$ cat config.mk
export PLATFORM = sky130hd
export DESIGN_NAME = cell_outline_render
export DESIGN_NICKNAME = d
export VERILOG_FILES = /design/src/rtl/cell_outline_render.sv
export SDC_FILE = /design/constraint.sdc
export NUM_CORES = 1
export LEC_CHECK = 0
export CAP_MARGIN = 20
export CORE_UTILIZATION = 35
export DETAILED_ROUTE_END_ITERATION = 7
export GPL_TIMING_DRIVEN = 0
export SKIP_CTS_REPAIR_TIMING = 1
export SYNTH_ARGS = -nofsm -noshare
export SYNTH_HDL_FRONTEND = slang
export SYNTH_SLANG_ARGS = --single-unit
$ cat constraint.sdc
create_clock -name clk -period 10 [get_ports clk]
set_clock_uncertainty 0.2 [all_clocks]
set_input_delay 2 -clock clk [delete_from_list [all_inputs] [get_ports clk]]
set_output_delay 2 -clock clk [all_outputs]
set_load 0.01 [all_outputs]
$ cat src/rtl/cell_outline_render.sv
// Draws (or erases) the square outline of one grid cell as a stream of pixel writes.
// Only ring pixels are visited; interior columns are skipped in a single step.
module cell_outline_render #(
  parameter int unsigned CELL     = 28,
  parameter int unsigned THICK    = 1,
  parameter int unsigned ORIGIN_X = 8,
  parameter int unsigned ORIGIN_Y = 8,
  parameter int unsigned GRID_W   = 3
) (
  input  logic              clk,
  input  logic              reset,
  input  logic              start,
  input  logic              erase,
  input  logic              hilite,
  input  logic [GRID_W-1:0] cell_x,
  input  logic [GRID_W-1:0] cell_y,
  input  logic              pix_ready,
  output logic [8:0]        x,
  output logic [7:0]        y,
  output logic              colour,
  output logic              write_en,
  output logic              busy,
  output logic              done
);

  localparam int unsigned CW = $clog2(CELL);
  localparam logic [CW-1:0] LAST    = CW'(CELL - 1);
  localparam logic [CW-1:0] THK     = CW'(THICK);
  localparam logic [CW-1:0] LEFT_HI = CW'(THICK - 1);     // last column of the left band
  localparam logic [CW-1:0] RIGHT_LO = CW'(CELL - THICK); // first column of the right band
  localparam logic [CW-1:0] ONE     = CW'(1);

  typedef enum logic [1:0] {StIdle, StScan, StDone} state_e;

  state_e          state_q, state_d;
  logic [CW-1:0]   px_q, px_d, py_q, py_d;
  logic [8:0]      base_x_q, base_x_d;
  logic [7:0]      base_y_q, base_y_d;
  logic [8:0]      x_d;
  logic [7:0]      y_d;
  logic            colour_d, write_en_d;
  logic [GRID_W:0] idx_sum;
  logic            bg, accept, last_px, interior_row;

  assign idx_sum      = {1'b0, cell_x} + {1'b0, cell_y};
  assign bg           = ~idx_sum[0];
  assign accept       = write_en & pix_ready;
  assign last_px      = (px_q == LAST) && (py_q == LAST);
  assign interior_row = (py_q >= THK) && (py_q < RIGHT_LO);

  assign busy = (state_q != StIdle);
  assign done = (state_q == StDone);

  always_comb begin
    state_d    = state_q;
    px_d       = px_q;
    py_d       = py_q;
    base_x_d   = base_x_q;
    base_y_d   = base_y_q;
    x_d        = x;
    y_d        = y;
    colour_d   = colour;
    write_en_d = write_en;
    unique case (state_q)
      StIdle: begin
        if (start) begin
          state_d    = StScan;
          px_d       = '0;
          py_d       = '0;
          base_x_d   = 9'(ORIGIN_X + CELL * 32'(cell_x));
          base_y_d   = 8'(ORIGIN_Y + CELL * 32'(cell_y));
          x_d        = base_x_d;
          y_d        = base_y_d;
          // Colour is fixed for the whole operation, so it is resolved once here.
          colour_d   = (!erase && hilite) ? ~bg : bg;
          write_en_d = 1'b1;
        end
      end
      StScan: begin
        if (accept) begin
          if (last_px) begin
            state_d    = StDone;
            write_en_d = 1'b0;
          end else begin
            if (px_q == LAST) begin
              px_d = '0;
              py_d = py_q + ONE;
            end else if (interior_row && (px_q == LEFT_HI)) begin
              px_d = RIGHT_LO;
            end else begin
              px_d = px_q + ONE;
            end
            x_d = base_x_q + 9'(px_d);
            y_d = base_y_q + 8'(py_d);
          end
        end
      end
      StDone: state_d = StIdle;
      default: state_d = StIdle;
    endcase
  end

  always_ff @(posedge clk) begin
    if (reset) begin
      state_q  <= StIdle;
      px_q     <= '0;
      py_q     <= '0;
      base_x_q <= '0;
      base_y_q <= '0;
      x        <= '0;
      y        <= '0;
      colour   <= 1'b0;
      write_en <= 1'b0;
    end else begin
      state_q  <= state_d;
      px_q     <= px_d;
      py_q     <= py_d;
      base_x_q <= base_x_d;
      base_y_q <= base_y_d;
      x        <= x_d;
      y        <= y_d;
      colour   <= colour_d;
      write_en <= write_en_d;
    end
  end

endmodule

==> summary.txt <==
Outcome
  • Status: finished, final reports clean

GRT
  • Met3 Usage GRT: 0.0268
  • First-pass GRT wire length: 11300 um
  • M1 GR Usage: 0.249
  • Global route total overflow: 0
  • Met2 usage: 0.267
  • Initial antenna violation count: 0
  • All-Layer GR Usage: 0.172
  • Global route hottest layer: met2
  • Largest net degree at the start of global routing: 13
  • Vias in the first global route: 2206

Synth
  • Post-synth EDFFs: 0
  • Asr flop ratio synth: 0
  • Post-synthesis register bit count: 40
  • Post-synthesis sequential area ratio: 0.288
  • Post-Synthesis Cells: 328
  • Mapped cell area: 0.00278 sq mm
  • Count of cell types in the netlist: 57
  • Mean Syn Cell Area: 8.48 sq um
  • Synth Flop Type: dfxtp_1
  • Post-Synthesis Net Count: 369
  • Yosys warns: 0

Detailed routing
  • DRT Pass-1 Iters: 4
  • Drt wl/cell: 14.4 um
  • 1st-iter DRT viols: 144
  • Vias: 2429
  • Post-route ant nets: 0
  • Final WL: 6740 um
  • Drt drc: 0
  • Via density: 5.18

Setup path
  • Worst-path cell chain: clkdlybuf4s50_1, fa_1, ha_1, fa_1, nand2_1, or4_1, nand3_1, a221oi_1, mux2_2, o31ai_1
  • Most frequent CP cell: fa_1
  • Worst Path Max Fanout: 6
  • Worst EP arrival: 5.12 ns
  • CP startpoint kind: input pin
  • Max incr delay on CP: 0.57 ns
  • Slowest-stage cell, CP: fa_1
  • Crit Path Category: input pin to register
  • Worst EP required: 10.01 ns
  • CP Capture Type: register

Clock network
  • CTS Root Cell: clkbuf_8
  • Clock buffer count from CTS: 5
  • Worst skew pair latency: 0.29 ns
  • CTS max path bufs: 2
  • Htree depth: 2
  • Clock transition at path regs: 0.08 ns
  • CTS tree: done
  • CTS Sinks: 40

Timing
  • Final TNS setup: 0 ns
  • Relative slew slack: 0.544
  • # setup viols final: 0
  • Count of final hold-check violations: 0
  • Slew Limit Fails: 0
  • Fmax: 195 MHz
  • Worst Tran Pin Value: 0.677 ns
  • Unrepaired setup endpoints after global routing: no
  • Minimum clock period after layout: 5.12 ns
  • Final period utilization: 0.512

Run
  • Maxcap violations: 0

Final layout
  • Fin util: 0.429
  • Layout Nets: 407
  • Layout cells sized above 1: 0.0790
  • Post-route cell area: 0.00331 sq mm
  • Syn-to-layout area delta: 19.1%
  • # diodes: 0
  • Layout fillers: 760
  • Sequential Area: 801 sq um
  • Multi-input gate area: 0.00175 sq mm

Min path
  • Type of the tightest min-delay check: register to register

Power and ir drop
  • PnR Total Power: 408 uW
  • LEAKAGE: 1.28 nW
  • Maximum vdd drop: 47.7 uV
  • Power Density: 123 mW/mm^2

Floorplan
  • Die Area: 0.00831 sq mm
  • Die H: 91.2 um
  • Initial Util: 0.360
  • # rows: 32
  • Core area: 0.00773 sq mm
  • Die X-Extent: 91.2 um
  • I/O Pins: 33

Placed design
  • Port Buffers: 31
  • Placed inst area: 0.00322 sq mm
  • Post-detail-place hpwl: 5000 um
  • Final GP Congestion: 0.858
## per-layer routing
metal	routed length [um]	share of wire	up-vias
li1	-	-	1239
met1	3330	0.49	1115
met2	2960	0.44	73
met3	423	0.063	2
met4	35	0.0052	0
met5	0	0	-
## final timing paths
path	startpoint	end	slack, ns	cells past startpoint
setup / recovery	cell_y[0]	y[7]$_SDFFE_PP0P_	4.88	10
hold / removal	base_x_q[2]$_SDFFE_PP0P_	base_x_q[2]$_SDFFE_PP0P_	0.26	2
setup reg to reg	y[1]$_SDFFE_PP0P_	x[6]$_SDFFE_PP0P_	6.47	11
hold reg to reg	base_x_q[2]$_SDFFE_PP0P_	base_x_q[2]$_SDFFE_PP0P_	0.26	2
## layout by cell type, fill, tap and decap left out, types with 4 or more instances in the layout
cell type	n
fa_1	7
inv_1	13
dfxtp_1	40
clkbuf_1	11
ha_1	22
nor2b_1	4
nor3_1	11
clkbuf_8	10
a21o_1	5
nor2_1	30
xnor2_1	13
o21ai_0	7
a211oi_1	13
xor2_1	7
nand2_1	33
nand2b_1	4
nand3_1	12
nand4_1	4
and3_1	4
a21oi_1	28
clkdlybuf4s50_1	31
buf_4	5
## cell usage after synthesis (5+ instances only)
master / instances / area (sq um)
xor2_1: 7 / 61.3
nand2_1: 33 / 124
a21o_1: 5 / 37.5
ha_1: 22 / 275
buf_4: 5 / 37.5
clkbuf_1: 11 / 41.3
nor2_1: 30 / 113
fa_1: 7 / 140
o21ai_0: 7 / 35.0
a211oi_1: 13 / 97.6
nor3_1: 11 / 55.1
inv_1: 13 / 48.8
nand3_1: 12 / 60.1
xnor2_1: 13 / 114
dfxtp_1: 40 / 801
a21oi_1: 28 / 140
## power breakdown
part	total [mW]	leakage [nW]	internal [mW]	switching, mW
combinational	0.118	0.906	0.0541	0.0642
sequential	0.178	0.328	0.171	0.00746
clock	0.112	0.0510	0.0551	0.0568
## metrics by stage
stage	instances	hold WS (ns)	worst slack [ns]
floorplan	328	0.241	5.35
global placement	461	0.248	4.59
detailed placement	461	0.252	4.58
global route	469	0.279	4.64
finish	469	0.264	4.88
CTS	469	0.266	4.87
## worst max-delay path, delay by kind of cell
family / cells / cell delay, ns
AND/OR/NAND/NOR: 3 / 0.66
multiplexers: 1 / 0.28
adder cells (fa/ha/maj): 3 / 1.35
AO/OA/AOI/OAI: 2 / 0.28
buffers and inverters: 1 / 0.55
## state kept, by name, summed over array words and instances, names as in the netlist
register,cells
base_x_q,7
base_y_q,6
colour,1
px_q,3
py_q,3
state_q,2
write_en,1
x,9
y,8
## kinds of logic (layout without fill, tap and decap cells)
| kind of cell | Yosys count | count (layout) | share of synthesized area |
|---|---|---|---|
| AND/OR/NAND/NOR | 122 | 122 | 0.222 |
| XOR/XNOR | 20 | 20 | 0.0630 |
| AO/OA/AOI/OAI | 75 | 75 | 0.178 |
| multiplexers | 3 | 3 | 0.0117 |
| flip-flops | 40 | 40 | 0.288 |
| buffers and inverters | 38 | 77 | 0.0850 |
| adder cells (fa/ha/maj) | 30 | 30 | 0.153 |
## cell type report
cell class              instances  area share
well taps                     102      0.0385
multi-input cells             250       0.527
inverters                      13      0.0147
flip-flops and latches         40       0.242
plain buffers                  25      0.0566
clock inverters                 2     0.00302
repair buffers                 31      0.0937
clock buffers                   6      0.0249
(Power assumes the default switching activity.)
